$ cat src/rtl/dadder_pkg.sv
// dadder_pkg
// Shared types and constants for the digit-serial BCD adder/subtracter.
//   dadder_op_e     : operation select (ADD / SUB)
//   dadder_state_e  : sequencing states of dadder_core
//   BCD_DIGIT_W     : bits per packed BCD digit
//   BCD_MAX_DIGIT   : largest legal BCD digit value
//   bcd_nines_comp(): nines' complement of one BCD digit
package dadder_pkg;

  localparam int BCD_DIGIT_W = 4;
  localparam logic [BCD_DIGIT_W-1:0] BCD_MAX_DIGIT = 4'd9;

  typedef enum logic {
    DADDER_OP_ADD = 1'b0,
    DADDER_OP_SUB = 1'b1
  } dadder_op_e;

  typedef enum logic [1:0] {
    IDLE = 2'd0,
    CALC = 2'd1,
    DONE = 2'd2
  } dadder_state_e;

  // Subtraction is done as A + (nines' complement of B) + 1, so the
  // subtrahend digit is mapped to 9-d before entering the digit adder.
  // An illegal digit (>9) wraps mod 16; such operands are flagged
  // invalid and their result is discarded anyway.
  function automatic logic [BCD_DIGIT_W-1:0] bcd_nines_comp(
    input logic [BCD_DIGIT_W-1:0] d
  );
    return BCD_MAX_DIGIT - d;
  endfunction

endpackage

$ cat src/rtl/dadder_if.sv
// dadder_if
// Request/response bundle between the control plane and dadder_core.
//   en, op, a, b                                  : request (master drives)
//   busy, out_valid, result, cout, invalid,
//   err_busy                                      : response (slave drives)
// Modports: master (requester side), slave (dadder_core side).
interface dadder_if #(
  parameter int NUM_DIGITS = 8
);
  localparam int DATA_WIDTH = 4 * NUM_DIGITS;

  logic                  en;
  logic                  op;
  logic [DATA_WIDTH-1:0] a;
  logic [DATA_WIDTH-1:0] b;
  logic                  busy;
  logic                  out_valid;
  logic [DATA_WIDTH-1:0] result;
  logic                  cout;
  logic                  invalid;
  logic                  err_busy;

  modport master (
    output en, op, a, b,
    input  busy, out_valid, result, cout, invalid, err_busy
  );

  modport slave (
    input  en, op, a, b,
    output busy, out_valid, result, cout, invalid, err_busy
  );

endinterface

$ cat src/rtl/dadder_digit.sv
// dadder_digit
// Combinational single-digit BCD adder with decimal carry.
//   a_d   : addend digit
//   b_d   : second addend digit (already complemented for SUB)
//   cin   : decimal carry in
//   sum_d : BCD sum digit
//   cout  : decimal carry out
module dadder_digit
  import dadder_pkg::*;
(
  input  logic [BCD_DIGIT_W-1:0] a_d,
  input  logic [BCD_DIGIT_W-1:0] b_d,
  input  logic                   cin,
  output logic [BCD_DIGIT_W-1:0] sum_d,
  output logic                   cout
);

  logic [BCD_DIGIT_W:0] raw;

  // Binary sum first; anything above 9 is pushed past 15 by adding 6 so
  // the low nibble becomes the correct decimal digit and a carry is due.
  always_comb begin
    raw = {1'b0, a_d} + {1'b0, b_d} + {{BCD_DIGIT_W{1'b0}}, cin};
    if (raw > {1'b0, BCD_MAX_DIGIT}) begin
      sum_d = raw[BCD_DIGIT_W-1:0] + 4'd6;
      cout  = 1'b1;
    end else begin
      sum_d = raw[BCD_DIGIT_W-1:0];
      cout  = 1'b0;
    end
  end

endmodule

$ cat src/rtl/dadder_core.sv
// dadder_core
// Digit-serial BCD adder/subtracter: one decimal digit per clock, least
// significant digit first, result presented with a one-cycle out_valid.
// Ports:
//   clk     : core clock, rising edge
//   reset_n : asynchronous active-low reset
//   bus     : dadder_if.slave
//             en/op/a/b in; busy/out_valid/result/cout/invalid/err_busy out
// NUM_DIGITS is legal over 1..32.
module dadder_core
  import dadder_pkg::*;
#(
  parameter int NUM_DIGITS = 8
) (
  input  logic     clk,
  input  logic     reset_n,
  dadder_if.slave  bus
);

  localparam int DATA_WIDTH = BCD_DIGIT_W * NUM_DIGITS;
  localparam int IDX_W      = $clog2(NUM_DIGITS + 1);
  localparam logic [IDX_W-1:0] LAST_IDX = IDX_W'(NUM_DIGITS - 1);

  dadder_state_e         state;
  dadder_op_e            op_reg;
  logic [DATA_WIDTH-1:0] a_reg;
  logic [DATA_WIDTH-1:0] b_reg;
  logic [DATA_WIDTH-1:0] result_q;
  logic [IDX_W-1:0]      idx;
  logic                  carry;
  logic                  busy_q;
  logic                  out_valid_q;
  logic                  cout_q;
  logic                  invalid_q;
  logic                  err_busy_q;

  logic [BCD_DIGIT_W-1:0] a_digit;
  logic [BCD_DIGIT_W-1:0] b_digit;
  logic [BCD_DIGIT_W-1:0] b_eff;
  logic [BCD_DIGIT_W-1:0] sum_digit;
  logic                   digit_cout;
  logic                   any_bad;

  // Pick the current digit pair out of the latched operands.
  always_comb begin
    a_digit = '0;
    b_digit = '0;
    for (int i = 0; i < NUM_DIGITS; i++) begin
      if (idx == IDX_W'(i)) begin
        a_digit = a_reg[i*BCD_DIGIT_W +: BCD_DIGIT_W];
        b_digit = b_reg[i*BCD_DIGIT_W +: BCD_DIGIT_W];
      end
    end
  end

  assign b_eff = (op_reg == DADDER_OP_SUB) ? bcd_nines_comp(b_digit) : b_digit;

  dadder_digit u_digit (
    .a_d   (a_digit),
    .b_d   (b_eff),
    .cin   (carry),
    .sum_d (sum_digit),
    .cout  (digit_cout)
  );

  // Operand legality is judged once, on the raw inputs at capture time.
  always_comb begin
    any_bad = 1'b0;
    for (int i = 0; i < NUM_DIGITS; i++) begin
      if (bus.a[i*BCD_DIGIT_W +: BCD_DIGIT_W] > BCD_MAX_DIGIT ||
          bus.b[i*BCD_DIGIT_W +: BCD_DIGIT_W] > BCD_MAX_DIGIT) begin
        any_bad = 1'b1;
      end
    end
  end

  // Sequencer and datapath registers. A capture from DONE is allowed so
  // back-to-back requests lose no cycle; the carry is seeded with op so a
  // SUB becomes A + nines'(B) + 1. idx is wide enough to reach NUM_DIGITS
  // after the last digit, so it never wraps inside a computation.
  always_ff @(posedge clk or negedge reset_n) begin
    if (!reset_n) begin
      state       <= IDLE;
      op_reg      <= DADDER_OP_ADD;
      a_reg       <= '0;
      b_reg       <= '0;
      result_q    <= '0;
      idx         <= '0;
      carry       <= 1'b0;
      busy_q      <= 1'b0;
      out_valid_q <= 1'b0;
      cout_q      <= 1'b0;
      invalid_q   <= 1'b0;
      err_busy_q  <= 1'b0;
    end else begin
      out_valid_q <= 1'b0;
      err_busy_q  <= 1'b0;
      case (state)
        IDLE, DONE: begin
          if (bus.en) begin
            state     <= CALC;
            busy_q    <= 1'b1;
            op_reg    <= dadder_op_e'(bus.op);
            a_reg     <= bus.a;
            b_reg     <= bus.b;
            carry     <= bus.op;
            idx       <= '0;
            result_q  <= '0;
            cout_q    <= 1'b0;
            invalid_q <= any_bad;
          end else begin
            state  <= IDLE;
            busy_q <= 1'b0;
          end
        end
        CALC: begin
          err_busy_q <= bus.en;
          for (int i = 0; i < NUM_DIGITS; i++) begin
            if (idx == IDX_W'(i)) begin
              result_q[i*BCD_DIGIT_W +: BCD_DIGIT_W] <= sum_digit;
            end
          end
          carry <= digit_cout;
          idx   <= idx + 1'b1;
          if (idx == LAST_IDX) begin
            state       <= DONE;
            busy_q      <= 1'b0;
            out_valid_q <= 1'b1;
            if (invalid_q) begin
              result_q <= '0;
              cout_q   <= 1'b0;
            end else begin
              cout_q <= digit_cout;
            end
          end
        end
        default: begin
          state  <= IDLE;
          busy_q <= 1'b0;
        end
      endcase
    end
  end

  assign bus.busy      = busy_q;
  assign bus.out_valid = out_valid_q;
  assign bus.result    = result_q;
  assign bus.cout      = cout_q;
  assign bus.invalid   = invalid_q;
  assign bus.err_busy  = err_busy_q;

endmodule

$ cat src/flat_wrapper.sv
// flat-port wrapper written by rule: the top's interface ports become plain ports
module dadder_core_flat import dadder_pkg::*;
#(
  parameter int NUM_DIGITS = 8
)
  (clk, reset_n, bus_en, bus_op, bus_a, bus_b, bus_busy, bus_out_valid, bus_result, bus_cout, bus_invalid, bus_err_busy);
  dadder_if #(.NUM_DIGITS(NUM_DIGITS)) bus_i ();
  input  logic clk;
  input  logic reset_n;
  input wire logic [$bits(bus_i.en)-1:0] bus_en;
  input wire logic [$bits(bus_i.op)-1:0] bus_op;
  input wire logic [$bits(bus_i.a)-1:0] bus_a;
  input wire logic [$bits(bus_i.b)-1:0] bus_b;
  output wire logic [$bits(bus_i.busy)-1:0] bus_busy;
  output wire logic [$bits(bus_i.out_valid)-1:0] bus_out_valid;
  output wire logic [$bits(bus_i.result)-1:0] bus_result;
  output wire logic [$bits(bus_i.cout)-1:0] bus_cout;
  output wire logic [$bits(bus_i.invalid)-1:0] bus_invalid;
  output wire logic [$bits(bus_i.err_busy)-1:0] bus_err_busy;
  assign bus_i.en = bus_en;
  assign bus_i.op = bus_op;
  assign bus_i.a = bus_a;
  assign bus_i.b = bus_b;
  assign bus_busy = bus_i.busy;
  assign bus_out_valid = bus_i.out_valid;
  assign bus_result = bus_i.result;
  assign bus_cout = bus_i.cout;
  assign bus_invalid = bus_i.invalid;
  assign bus_err_busy = bus_i.err_busy;
  dadder_core #(.NUM_DIGITS(NUM_DIGITS)) u_core (.clk(clk), .reset_n(reset_n), .bus(bus_i));
endmodule
$ cat config.mk
export PLATFORM = sky130hd
export DESIGN_NAME = dadder_core_flat
export DESIGN_NICKNAME = d
export VERILOG_FILES = /design/src/rtl/dadder_pkg.sv /design/src/rtl/dadder_if.sv /design/src/rtl/dadder_digit.sv /design/src/rtl/dadder_core.sv /design/src/flat_wrapper.sv
export SDC_FILE = /design/constraint.sdc
export NUM_CORES = 1
export LEC_CHECK = 0
export CAP_MARGIN = 20
export CORE_ASPECT_RATIO = 0.7
export CORE_MARGIN = 3
export CORE_UTILIZATION = 40
export DETAILED_ROUTE_END_ITERATION = 8
export PLACE_DENSITY_LB_ADDON = 0.1
export SYNTH_ARGS = -nofsm -noshare
export SYNTH_HDL_FRONTEND = slang
export SYNTH_SLANG_ARGS = --single-unit
$ cat constraint.sdc
create_clock -name clk -period 6.2 [get_ports clk]
set_clock_uncertainty 0.1 [all_clocks]
set_input_delay 1.86 -clock clk [delete_from_list [all_inputs] [get_ports clk]]
set_output_delay 1.86 -clock clk [all_outputs]
set_load 0.005 [all_outputs]
== Yosys cells after proc, flatten, opt, wreduce, memory -nomap -nowiden ==
Cells that the tools add are included.

* Equality and inequality tests: 11
* Mux-type cells: 56
* Order comparisons: 17
* Reductions and logical operators: 15
* Add/sub/neg operators: 5

{| class="wikitable"
|+ Operators by type and width
! kind !! number
|-
| $mux W4 || 27
|-
| $mux W32 || 3
|-
| $gt A4 B4 Y1 const B || 16
|-
| $pmux W32 S2 || 1
|-
| $mux W1 || 19
|-
| $eq A4 B3 Y1 const B || 4
|-
| $eq A4 B2 Y1 const B || 2
|-
| $logic_or A1 B1 Y1 || 8
|-
| $pmux W4 S2 || 1
|-
| $pmux W1 S2 || 3
|-
| $add A4 B4 Y5 || 1
|-
| $add A5 B1 Y5 || 1
|-
| $gt A5 B4 Y1 const B || 1
|-
| $add A4 B1 Y4 const B || 1
|-
| $add A4 B3 Y4 const B || 1
|-
| $eq A4 B1 Y1 const B || 1
|-
| $logic_not A4 Y1 || 1
|-
| $pmux W2 S2 || 1
|-
| $reduce_and A2 Y1 || 2
|-
| $sub A4 B4 Y4 const A || 1
|-
| $reduce_and A3 Y1 || 1
|-
| $eq A2 B1 Y1 const B || 1
|-
| $eq A2 B2 Y1 const B || 1
|-
| $logic_not A2 Y1 || 1
|-
| other kinds (5) || 5
|}

* Word-level logic and storage cells: 116
* Bits in registers: 109

== Longest topological paths before layout ==
* Depth in word-level cells: 19
* Depth in mapped cells: 20
* Depth with buffers taken out: 19

== Hierarchy ==
From an unflattened synthesis, not the netlist that was laid out.

* Cells, all modules: 602
* Area, all modules: 5300.1 um^2

{| class="wikitable"
|+ Modules (own cells, without submodules)
! module !! seq. area each (um^2) !! cells each !! area an instance (um^2) !! times used
|-
| dadder_core || 2727.6 || 580 || 5088.6 || 1
|-
| dadder_digit || 0.0 || 22 || 211.5 || 1
|}

== Least setup slack after synthesis ==
No wires, ideal clock.

* Path type: register to register
* Start point: register u_core.idx[0]
* End point: register u_core.result_q[13], in the netlist u_core.bus.result[13]
* Arrival time: 3.707 ns
* Stages on the path, launching flop included: 18
* Buffers on the path: 2
* Data required time: 5.978 ns
* Library setup time: 0.122 ns
* Clock period less this slack: 3.929 ns
* Setup slack: 2.271 ns
* Cell sequence: dfrtp_1 ha_1 buf_2 buf_2 a21oi_1 o21ai_0 a22oi_1 o21ai_0 a222oi_1 fa_1 inv_1 fa_1 inv_1 ha_1 a22o_1 o21a_4 xnor2_4 a32o_1

* Longest elaborated chain between the ends: 19
* Elaborated cells between the ends (all ways): 35
* Those cells by class: 4 x add/sub; 1 x order compare; 7 x eq/ne; 22 x mux; 1 x reduce/logical

{| class="wikitable"
|+ Ends and longest elaborated chain
! item !! line !! RTL
|-
| from (decl) || dadder_core.sv:29 || <nowiki>logic [IDX_W-1:0] idx;</nowiki>
|-
| from (signal assigned) || dadder_core.sv:124 || <nowiki>idx <= idx + 1'b1;</nowiki>
|-
| $logic_not A4 Y1 || dadder_core.sv:49 || <nowiki>if (idx == IDX_W'(i)) begin</nowiki>
|-
| $mux W4 (8 in a row) || dadder_core.sv:49 ||
|-
| $sub A4 B4 Y4 || dadder_pkg.sv:31 || <nowiki>return BCD_MAX_DIGIT - d;</nowiki>
|-
| $mux W4 || dadder_core.sv:56 || <nowiki>assign b_eff = (op_reg == DADDER_OP_SUB) ? bcd_nines_comp(b_digit) : b_digit;</nowiki>
|-
| $add A4 B4 Y5 || dadder_digit.sv:23 || <nowiki>raw = {1'b0, a_d} + {1'b0, b_d} + {{BCD_DIGIT_W{1'b0}}, cin};</nowiki>
|-
| $add A5 B1 Y5 || dadder_digit.sv:23 ||
|-
| $add A4 B3 Y4 or $gt A5 B4 Y1 (tied branches) || dadder_digit.sv:25, dadder_digit.sv:24 ||
|-
| $mux W4 || dadder_digit.sv:24 || <nowiki>if (raw > {1'b0, BCD_MAX_DIGIT}) begin</nowiki>
|-
| $mux W4 || dadder_core.sv:119 || <nowiki>if (idx == IDX_W'(i)) begin</nowiki>
|-
| $mux W32 || dadder_core.sv:129 || <nowiki>if (invalid_q) begin</nowiki>
|-
| $mux W32 * || dadder_core.sv:125 || <nowiki>if (idx == LAST_IDX) begin</nowiki>
|-
| $pmux W32 S2 * || dadder_core.sv:98 || <nowiki>case (state)</nowiki>
|-
| to (signal, indexed assignment) || dadder_core.sv:120 || <nowiki>result_q[i*BCD_DIGIT_W +: BCD_DIGIT_W] <= sum_digit;</nowiki>
|-
| to (decl) || dadder_core.sv:28 || <nowiki>logic [DATA_WIDTH-1:0] result_q;</nowiki>
|}

Mark *: on every way between the ends. The rest lies on a longest branch, timed or not.
A chain may end at the register's enable or synchronous reset.

== Final worst setup path ==
* Start point: register u_core.idx[0]
* End point: register u_core.result_q[19], in the netlist u_core.bus.result[19]

The elaborated chain is that of the path after synthesis.

==> results.py <==
metrics = {
    "floorplan": {
        "die_area_um2": 14600,
        "dieHeight_um": 102,
        "die_w_um": 143,
        "row_count": 34,
        "core-area_um2": 12600,
        "start_util_pct": 41.6,
        "io_pins": 105,
    },
    "yosys": {
        "ys_seq_area_share_pct": 51.9,
        "yosys.area.top_type_share_pct": 51.9,
        "ys.flop_type": "dfrtp_1",
        "ys_top_cells_by_area": "dfrtp_1 (52%), nand2_1 (16%), o21ai_0 (4.8%)",
        "synthArstFlopShare_pct": 100,
        "synth_edf_count": 0,
        "syn_nets": 672,
        "synth_warnings": 0,
        "synthCells": 593,
        "synth_area_per_cell_um2": 8.86,
        "yosys.cell_types.count": 48,
        "ys_seq_elements": 109,
        "synth.cell_area_um2": 5260,
        "synth_top_area_cell": "dfrtp_1",
    },
    "detailed_routing": {
        "routed-wl-met2_mm": 6.05,
        "avgViaCountPerCell": 5.33,
        "routedWlPerCell_um": 17.0,
        "top_layer_used": "met4",
        "drc": 0,
        "vias": 4534,
        "ant_nets": 0,
        "totalWireLength_mm": 14.5,
        "first_iter_violations": 304,
        "first_pass_iters": 5,
        "route.met3.wl_um": 770,
        "met1_length_mm": 7.51,
    },
    "timing": {
        "relSlewSlack_pct": 37.8,
        "setup_viol": 0,
        "finalCriticalPeriod_ns": 4.89,
        "final-hold-violation-count": 0,
        "max_freq_mhz": 205,
        "setup_tns_ns": 0,
        "worst_pin_slew_ns": 0.931,
        "finalWorstSetupSlack_ns": 1.31,
        "rsz0062_at_grt": "no",
        "fin_crit_sh_pct": 78.8,
        "slew_viol_final": 0,
    },
    "cts": {
        "cts_setup_buffers": 0,
        "clock_latency_ns": 0.35,
        "cts_tree": "done",
        "numCtsBuffers": 9,
        "clock-sinks": 109,
        "ctsHtreeMaxLevel": 3,
        "cts_hold_buffers": 0,
        "cts_buffer_depth": 2,
        "clock-root-buffer": "clkbuf_16",
        "ctsResizeCount": 0,
        "clk_pin_slew_worst_paths_ns": 0.08,
    },
    "cells_and_area": {
        "drive_above_1_share_pct": 4.65,
        "finalNetCount": 762,
        "syn2layout_area_growth_pct": 28.3,
        "antenna_cells": 0,
    },
    "placed_design": {
        "dp_slack_ns": 1.25,
        "place.gp.congestion": 0.797,
        "hpwlAfterDp_mm": 10.5,
        "portBuffers": 104,
    },
    "worst_setup_path": {
        "cp_data_required_time_ns": 6.37,
        "timing.rr.start": "u_core.idx[0]$_DFFE_PN0P_",
        "endpoint_kind": "flip-flop",
        "worstSetupStartpoint": "u_core.idx[0]$_DFFE_PN0P_",
        "setup.worst_path.start_class": "flip-flop",
        "arrival_ns": 5.06,
        "critPathKind": "flip-flop to flip-flop",
        "r2r_cells": 18,
        "cp_max_fo": 23,
        "r2r_slack_ns": 1.31,
    },
    "grt": {
        "antenna_found_initial": 0,
        "grtUsageTotal_pct": 20.7,
        "grt_max_degree": 70,
        "grt_pass1_vias": 4459,
        "grt_pass1_wl_mm": 23.5,
        "grt_overflow_total": 0,
    },
    "worst_hold_path": {
        "holdCritPathClass": "flip-flop to flip-flop",
        "hold_depth": 2,
        "worstHoldStart": "u_core.b_reg[27]$_DFFE_PN0P_",
    },
    "flow_run": {
        "cap_violations": 0,
    },
    "power": {
        "peakVddDrop_mv": 0.441,
        "power.density_nw_per_um2": 700,
        "p_leak_nw": 3.12,
    },
    "status": {
        "status": "finished clean",
    },
}
-- Yosys cell counts, drive strengths merged (3+ instances only) --
cell type	count
nand4	5
and2	5
nand3	3
a32o	11
a22oi	8
xnor2	4
inv	16
nor2	19
o211ai	5
dfrtp	109
nand2b	3
o2bb2ai	16
o21ai	51
clkbuf	16
o21a	4
ha	9
a22o	8
buf	15
a21oi	33
nor2b	9
nand2	219
-- report_power, final --
part           internal [mW]  switching [mW]
Combinational           1.15            1.77
Clock                  0.322           0.276
Sequential              1.00           0.202
Total                   2.48            2.24
-- area by class of cell --
type                    count  area [um2]
repair buffers            110        1100
well taps                 162         203
fillers                  1162        5890
clock inverters             6        77.6
multi-input cells         437        2340
inverters                  16        60.1
flip-flops and latches    109        2730
clock buffers              10         229
-- critical path: stages (launching register included) --
cell	delay, ns
dfrtp_1	0.45
inv_1	0.12
ha_1	0.74
inv_1	0.27
o221ai_1	0.26
a21oi_1	0.06
nor4_1	0.24
o22ai_1	0.15
ha_1	0.32
nand2_1	0.06
o21ai_0	0.08
ha_1	0.37
xnor2_1	0.30
ha_1	0.24
a22o_1	0.22
a21oi_1	0.09
mux2i_1	0.25
nand2_1	0.25
o2bb2ai_1	0.24
-- cells in the final DEF, fill, tap and decap left out, types with 2 or more instances in the layout --
master and n:
nand2_1 218, dfrtp_1 109, clkdlybuf4s50_1 103, o21ai_0 50
a21oi_1 32, nor2_1 19, inv_1 16, o2bb2ai_1 16
a32o_1 11, clkbuf_16 10, ha_1 9, nor2b_1 8
a22oi_1 8, a22o_1 8, buf_4 6, and2_1 5
nand4_1 5, o211ai_1 4, o21a_1 3, nand3_1 3
nand2b_1 2, o22ai_1 2, xnor2_1 2, a211oi_1 2
o31ai_1 2, xor2_1 2, nor4_1 2, a21o_1 2
fa_1 2, inv_6 2, inv_8 2
-- final timing paths --
path	end
worst min register to register	u_core.b_reg[27]$_DFFE_PN0P_
worst min-delay path	u_core.b_reg[27]$_DFFE_PN0P_
worst max-delay path	u_core.bus.result[19]$_DFFE_PN0P_
worst max register to register	u_core.bus.result[19]$_DFFE_PN0P_
max in group asynchronous	u_core.a_reg[16]$_DFFE_PN0P_
min in group asynchronous	u_core.b_reg[7]$_DFFE_PN0P_
-- metal layers --
layer / GRT usage, % / vias to the layer above
met5: 0 / -
met1: 32.6 / 2204
li1: - / 2190
met4: 4.46 / 0
met3: 4.40 / 14
met2: 29.3 / 126
-- through the flow --
stage | util [%] | hold WS, ns | instance area, um2 | cells | power, mW
final | 53.4 | 0.378 | 6740 | 850 | 4.72
after global routing | 53.4 | 0.397 | 6740 | 850 | 5.12
after CTS | 53.2 | 0.382 | 6720 | 849 | 4.72
after detailed placement | 50.7 | 0.363 | 6410 | 833 | 4.10
after global placement | 50.7 | 0.363 | 6410 | 833 | 4.00
after floorplan | - | 0.340 | 5260 | 593 | 3.24
-- cells by family after synthesis --
kind of cell               after synthesis  synth area share (%)
and+or+nand+nor                        268                  20.5
xor gates and xnor gates                 6                  1.50
buffers and inverters                   47                  3.71
muxes                                    1                 0.190
DFF                                    109                  51.9
AOI/OAI and AO/OA                      151                  19.3
adders and majority gates               11                  2.90
Note: power is estimated with default switching activity, not from simulation.
